File: config.mk
export PLATFORM = sky130hd
export DESIGN_NAME = key_conditioner
export DESIGN_NICKNAME = d
export VERILOG_FILES = /design/src/rtl/key_conditioner.sv
export SDC_FILE = /design/constraint.sdc
export NUM_CORES = 1
export LEC_CHECK = 0
export ABC_AREA = 1
export BUFFER_PORTS_ARGS = -buffer_cell sky130_fd_sc_hd__clkbuf_2
export CAP_MARGIN = 40
export CORE_ASPECT_RATIO = 1.75
export CORE_UTILIZATION = 40
export CTS_BUF_LIST = sky130_fd_sc_hd__clkbuf_16
export DETAILED_ROUTE_END_ITERATION = 16
export PLACE_DENSITY = 0.58
export REMOVE_ABC_BUFFERS = 1
export SYNTH_ARGS = -nofsm -noshare
export SYNTH_HDL_FRONTEND = slang
export SYNTH_SLANG_ARGS = --single-unit
File: constraint.sdc
create_clock -name clk_i -period 2.85 [get_ports clk_i]
set_input_delay 0.285 -clock clk_i [delete_from_list [all_inputs] [get_ports clk_i]]
set_output_delay 0.285 -clock clk_i [all_outputs]
set_load 0.01 [all_outputs]
File: src/rtl/key_conditioner.sv
// Pushbutton front end: 2-FF synchroniser, per-key debounce, press/release pulses
// and optional auto-repeat step pulses. All outputs are registered, keys independent.
module key_conditioner #(
    parameter int unsigned      NKEYS         = 4,
    parameter int unsigned      DB_CYCLES     = 50000,
    parameter int unsigned      DELAY_CYCLES  = 12500000,
    parameter int unsigned      REPEAT_CYCLES = 5000000,
    parameter logic [NKEYS-1:0] REPEAT_MASK   = NKEYS'(4'b0011)
) (
    input  logic             clk_i,
    input  logic             rst_ni,
    input  logic [NKEYS-1:0] key_n_i,
    input  logic             repeat_en_i,
    input  logic             repeat_clr_i,
    output logic [NKEYS-1:0] level_o,
    output logic [NKEYS-1:0] press_o,
    output logic [NKEYS-1:0] release_o,
    output logic [NKEYS-1:0] step_o,
    output logic [NKEYS-1:0] repeating_o
);

    localparam int unsigned DbW    = (DB_CYCLES > 1) ? $clog2(DB_CYCLES) : 1;
    localparam int unsigned CntMax = (DELAY_CYCLES > REPEAT_CYCLES) ? DELAY_CYCLES
                                                                     : REPEAT_CYCLES;
    localparam int unsigned CntW   = (CntMax > 1) ? $clog2(CntMax) : 1;

    localparam logic [DbW-1:0]  DbLast     = DbW'(DB_CYCLES - 1);
    localparam logic [CntW-1:0] DelayLast  = CntW'(DELAY_CYCLES - 1);
    localparam logic [CntW-1:0] RepeatLast = CntW'(REPEAT_CYCLES - 1);

    typedef enum logic [1:0] {StIdle, StDelay, StRepeat, StSuppress} state_e;

    logic [NKEYS-1:0] sync1_q, sync2_q;
    logic [NKEYS-1:0] level_q, level_d;
    logic [NKEYS-1:0] press_q, press_d;
    logic [NKEYS-1:0] release_q, release_d;
    logic [NKEYS-1:0] step_q, step_d;
    logic [NKEYS-1:0] rep_q, rep_d;
    logic [DbW-1:0]   db_cnt_q [NKEYS];
    logic [DbW-1:0]   db_cnt_d [NKEYS];
    logic [CntW-1:0]  ar_cnt_q [NKEYS];
    logic [CntW-1:0]  ar_cnt_d [NKEYS];
    state_e           state_q  [NKEYS];
    state_e           state_d  [NKEYS];

    always_comb begin
        for (int i = 0; i < NKEYS; i++) begin
            db_cnt_d[i]  = '0;
            level_d[i]   = level_q[i];
            step_d[i]    = 1'b0;
            rep_d[i]     = rep_q[i];
            state_d[i]   = state_q[i];
            ar_cnt_d[i]  = ar_cnt_q[i];

            if (sync2_q[i] != level_q[i]) begin
                if (db_cnt_q[i] == DbLast) begin
                    level_d[i] = sync2_q[i];
                end else begin
                    db_cnt_d[i] = db_cnt_q[i] + 1'b1;
                end
            end

            press_d[i]   = level_d[i] & ~level_q[i];
            release_d[i] = ~level_d[i] & level_q[i];

            if (release_d[i]) begin
                state_d[i]  = StIdle;
                ar_cnt_d[i] = '0;
                rep_d[i]    = 1'b0;
            end else if (press_d[i]) begin
                // Non-repeating presses park in StSuppress until release.
                step_d[i]   = 1'b1;
                ar_cnt_d[i] = '0;
                state_d[i]  = (REPEAT_MASK[i] && repeat_en_i && !repeat_clr_i) ? StDelay
                                                                               : StSuppress;
            end else begin
                unique case (state_q[i])
                    StDelay, StRepeat: begin
                        if (!repeat_en_i || repeat_clr_i) begin
                            state_d[i]  = StSuppress;
                            ar_cnt_d[i] = '0;
                            rep_d[i]    = 1'b0;
                        end else if (state_q[i] == StDelay) begin
                            if (ar_cnt_q[i] == DelayLast) begin
                                step_d[i]   = 1'b1;
                                rep_d[i]    = 1'b1;
                                state_d[i]  = StRepeat;
                                ar_cnt_d[i] = '0;
                            end else begin
                                ar_cnt_d[i] = ar_cnt_q[i] + 1'b1;
                            end
                        end else if (ar_cnt_q[i] == RepeatLast) begin
                            step_d[i]   = 1'b1;
                            ar_cnt_d[i] = '0;
                        end else begin
                            ar_cnt_d[i] = ar_cnt_q[i] + 1'b1;
                        end
                    end
                    default: ;
                endcase
            end
        end
    end

    always_ff @(posedge clk_i or negedge rst_ni) begin
        if (!rst_ni) begin
            sync1_q   <= '0;
            sync2_q   <= '0;
            level_q   <= '0;
            press_q   <= '0;
            release_q <= '0;
            step_q    <= '0;
            rep_q     <= '0;
            for (int i = 0; i < NKEYS; i++) begin
                db_cnt_q[i] <= '0;
                ar_cnt_q[i] <= '0;
                state_q[i]  <= StIdle;
            end
        end else begin
            sync1_q   <= ~key_n_i;
            sync2_q   <= sync1_q;
            level_q   <= level_d;
            press_q   <= press_d;
            release_q <= release_d;
            step_q    <= step_d;
            rep_q     <= rep_d;
            for (int i = 0; i < NKEYS; i++) begin
                db_cnt_q[i] <= db_cnt_d[i];
                ar_cnt_q[i] <= ar_cnt_d[i];
                state_q[i]  <= state_d[i];
            end
        end
    end

    assign level_o     = level_q;
    assign press_o     = press_q;
    assign release_o   = release_q;
    assign step_o      = step_q;
    assign repeating_o = rep_q;

endmodule

### Yosys cells after proc, flatten, opt, wreduce, memory -nomap -nowiden

Cells that the tools add are included.

* bits in latches: 0
* input port bits: 8
* bits in read-only memories: 0
* bits in writable memories: 0
* register bits: 196
* logic and storage cells: 236
* memories: 0
* output and inout port bits: 20

* $add $sub $neg: 8
* bitwise operators: 17
* multiplexer cells: 121
* $lt $le $gt $ge: 0
* reduce and logical (&&, ||, !) cells: 40
* multiply operators: 0
* divide/modulo/power cells: 0
* eq/ne operators: 28
* shift-type cells: 0

Operators with widths (count)
* two-way mux 24 bit: 28
* two-way mux 16 bit: 8
* adder 24 x 1 -> 24 bit (second input constant): 4
* equality test 24 x 23 -> 1 bit (second input constant): 4
* equality test 24 bit (second input constant): 4
* adder 16 x 1 -> 16 bit (second input constant): 4
* equality test 16 bit (second input constant): 4
* two-way mux 1 bit: 60
* two-way mux 2 bit: 25
* nonzero test 3 bit: 12
* nonzero test 4 bit: 8
* AND reduction 4 bit: 4
* AND reduction 3 bit: 4
* AND 1 bit: 8
* equality test 2 x 1 -> 1 bit (second input constant): 4
* equality test 2 bit (second input constant): 4
* != test 2 x 1 -> 1 bit (second input constant): 4
* NOT 1 bit: 8
* nonzero test 2 bit: 4
* OR reduction 2 bit: 4
* != test 1 bit: 4
* NOT 4 bit: 1
* zero test 1 bit: 2
* logical AND 1 bit: 1
* logical OR 1 bit: 1

### Logic depth before layout (Yosys ltp)

* word-level depth: 7
* mapped depth: 18
* mapped depth without buffers: 18

### Worst setup path before layout

OpenSTA, ideal clock, no wires.

* path kind: register to register
* start: reg db_cnt_q[0] (netlist name)
* end: reg ar_cnt_q[11] (netlist name)
* required time: 2768 ps
* setup slack: 315 ps
* arrival: 2453 ps
* path buffers: 1
* cell stages (with the launch flop): 17
* library setup time: 82 ps
* period minus slack after synthesis: 2535 ps
* cells stage by stage: dfrtp_1 ha_1 nand2_1 nor2_2 inv_1 nor2_1 nand3_1 a21oi_1 ha_1 nand2_2 inv_2 nor2_2 nand3_1 inv_1 nand3_2 buf_6 o22ai_1

* longest elaborated chain between the ends: 6
* elaborated cells on any way between the ends: 9
* classes of those cells: eq/ne: 1; mux: 4; bitwise: 3; reduce/logical: 1

RTL lines
* start, declared: RTL line 39 `logic [DbW-1:0] db_cnt_q [NKEYS];`
* start signal, assigned by index: RTL line 128 `db_cnt_q[i] <= db_cnt_d[i];`
* equality test 16 bit (*): RTL line 56 `if (db_cnt_q[i] == DbLast) begin`
* two-way mux 1 bit (*): RTL line 56
* two-way mux 1 bit (*): RTL line 55 `if (sync2_q[i] != level_q[i]) begin`
* net level_d[3]: RTL line 34 `logic [NKEYS-1:0] level_q, level_d;`
* AND 1 bit / NOT 1 bit (equally long branches): RTL line 63, 64
* two-way mux 24 bit / AND 1 bit (equally long branches): RTL line 70, 64
* two-way mux 24 bit / nonzero test 3 bit (equally long branches)
* end signal, assigned by index: RTL line 129 `ar_cnt_q[i] <= ar_cnt_d[i];`
* end, declared: RTL line 41 `logic [CntW-1:0] ar_cnt_q [NKEYS];`

Mark *: on every way through the listed nets, which the timed path passes. The rest lies on a longest branch.
A chain may end at the register's enable or synchronous reset.

### Final worst setup path

* start: reg db_cnt_q[43] (netlist name)
* end: reg ar_cnt_q[63] (netlist name)

Same word-level chain as after synthesis.

==> summary.md <==
| Metric | Value |
|---|---|
| Status | finished, final reports clean |
| CP Launch Type | flip-flop |
| Synth Flop Type | dfrtp_1 |
| Die height | 227 µm |
| Drt wl/cell | 13.6 µm |
| Io pins | 28 |
| IO buf count | 27 |
| Total global routing overflow | 0 |
| Flop-to-flop setup slack | 260 ps |
| Worst slew pin tran | 662 ps |
| Die area | 0.0297 mm² |
| Post-CTS setup buffers | 0 |
| Count leader, synth | nand2_1 |
| Setup crit end kind | flip-flop |
| Fin nets | 1,721 |
| Largest register FFs | 96 |
| Post-layout min period | 2590 ps |
| Worst Path Max Fanout | 8 |
| Area Overhead vs Synth | 12.2% |
| Area contributors post-synth | dfrtp_1 (42%), nand2_1 (16%), nor2_1 (7.9%), inv_1 (7.3%), nand3_1 (5.7%) |
| DR pass1 iterations | 5 |
| Cells after synthesis | 1,634 |
| Post-detail-place hpwl | 21,100 µm |
| Power density cells | 416 mW/mm² |
| RSZ-0062 raised after global routing | true |
| Tot GR Track Use | 20.5% |
| Initial core utilization | 40.5% |
| Final Hold Slack | 264 ps |
| Rows | 82 |
| Clock Pin Slew Worst Setup and Hold Paths | 70 ps |
| Largest Register | ar_cnt_q |
| Number of synthesized flops with an enable pin | 0 |
| Crit path kind | reg2reg |
| Final period utilization | 90.8% |
| Final-report max-slew violation count | 0 |
| Synth top area share | 42.3% |
| Ant diodes | 0 |
| Fmax | 386 MHz |
| First-pass GRT wire length | 47,500 µm |
| Post-synth cell types | 37 |
| WL final | 28,300 µm |
| Top flop regs | ar_cnt_q x96, db_cnt_q x64, state_q x8 |
| Maximum vdd drop | 457 µV |
| DR iter-0 viols | 490 |
| Layout cells sized above 1 | 8.26% |
| Setup violations, final | 0 |
| Core area | 0.0286 mm² |
| Slew Limit Headroom | 55.8% |
| Die X | 131 µm |
| Worst EP required | 3240 ps |
| Seq/Total Area, Yosys | 42.3% |
| Vias in the first global route | 10,400 |
| Via Count | 10,400 |
| CTS sink cnt | 196 |
| FF+latch count, synth | 196 |
| Leak | 0.00739 µW |
| Yosys warns | 0 |
| CTS Root Cell | clkbuf_16 |
| Final core occ | 45.5% |
| Critical Path AT | 2980 ps |
| Initial antenna violation count | 0 |
| Worst hold path class | in2reg |
| Area leader, netlist | dfrtp_1 |
| H-tree depth | 4 |
| Cts bufs inserted | 17 |
| MaxCap Viol Count | 0 |
| Drt via density | 4.97 |
| CTS tree | done |
| Antenna-violating nets left | 0 |
| Largest net degree at the start of global routing | 78 |
| Worst Clk Skew | 8.49 ps |
| Final Hold Vio Count | 0 |
| Cell area after synthesis | 0.0116 mm² |
| Post-synth ARST share | 100% |
| Detailed-route DRC error count | 0 |
| GPL Wtd Cong | 0.912 |
| Worst-Skew Late Latency | 450 ps |
| Avg Cell Area, Syn | 7.10 µm² |
| Most common library cells after synthesis | nand2_1 (482), nor2_1 (245), inv_1 (227) |
| Max Root-Sink Buffers | 2 |
layer usage:
| metal | global-route usage (%) | vias up | part of all wire (%) |
|---|---|---|---|
| met1 | 21.3 | 4856 | 39 |
| li1 | - | 5266 | - |
| met5 | 0 | - | 0 |
| met2 | 38.0 | 155 | 54 |
| met4 | 11.2 | 0 | 4.2 |
| met3 | 3.60 | 73 | 2.4 |
power by group:
group	total (µW)	switching, µW	internal [µW]
combinational	134	99.3	35.0
sequential	2810	13.0	2800
clock	2470	1100	1370
total	5410	1210	4210
cell type report:
| cell class | instances | area [µm²] |
|---|---|---|
| Multi-Input combinational cell | 1194 | 5810 |
| Sequential cell | 196 | 4900 |
| Clock inverter | 15 | 163 |
| Inverter | 232 | 871 |
| Fill cell | 2865 | 15600 |
| Tap cell | 378 | 473 |
| Clock buffer | 17 | 425 |
| Timing Repair Buffer | 52 | 369 |
layout by cell type (no fill, tap or decap), types with 9 or more instances in the layout:
cell type	count
nand2_1	482
nor2_1	243
inv_1	229
dfrtp_1	196
nand3_1	129
xor2_1	50
o21ai_0	45
nor3_1	35
a21oi_1	28
clkbuf_2	26
nand4_1	24
o22ai_1	24
ha_1	20
buf_4	18
o21ai_1	17
clkbuf_16	17
nor2_2	16
nor2_4	11
xnor2_1	10
nand2_2	10
nand3_2	9
path summary, 6_finish.rpt:
kind,from,end,depth (start not counted)
worst min register to register,sync1_q[0],sync2_q[0],0
max in group asynchronous,rst_ni,db_cnt_q[40],3
worst max register to register,db_cnt_q[43],ar_cnt_q[63],11
worst min-delay path,repeat_clr_i,state_q[4],5
worst max-delay path,db_cnt_q[43],ar_cnt_q[63],11
min in group asynchronous,rst_ni,db_cnt_q[11],2
cell families (layout without fill, tap and decap cells):
group                    Yosys count  count (layout)  share of synthesized area [%]
XOR/XNOR                          60              60                           4.53
buffers and inverters            246             316                           8.27
AO/OA/AOI/OAI                    131             131                           6.32
AND/OR/NAND/NOR                  981             983                           36.5
flip-flops                       196             196                           42.3
adder cells (fa/ha/maj)           20              20                           2.16
worst max-delay path: stages (launching register included):
cell	delay, ps
dfrtp_1	410
or2_2	280
nor3_1	190
nand3_1	160
o21ai_0	250
inv_1	90
ha_1	300
nand2_1	90
nand4_1	140
nor2_2	400
nand3_1	130
nand2_1	90
per-stage QoR:
| stage | instance area, µm² | setup WS, ps | std cells | setup TNS (ps) | total power (µW) |
|---|---|---|---|---|---|
| detailed placement | 12300 | 52.2 | 2045 | 0 | 3000 |
| global placement | 12300 | 82.0 | 2045 | 0 | 3000 |
| global route | 13000 | -39.7 | 2084 | -134 | 5620 |
| floorplan | 11500 | 159 | 1620 | 0 | 2910 |
| finish | 13000 | 261 | 2084 | 0 | 5410 |
| CTS | 12900 | 39.5 | 2082 | 0 | 5510 |
repair_timing:
action | CTS | global route
resized for setup | 0 | 12
setup endpoints to repair | 0 | 64
endpoints found under the hold margin | 78 | 0
hold buffers | 5 | 0
Note: power is estimated with default switching activity, not from simulation.
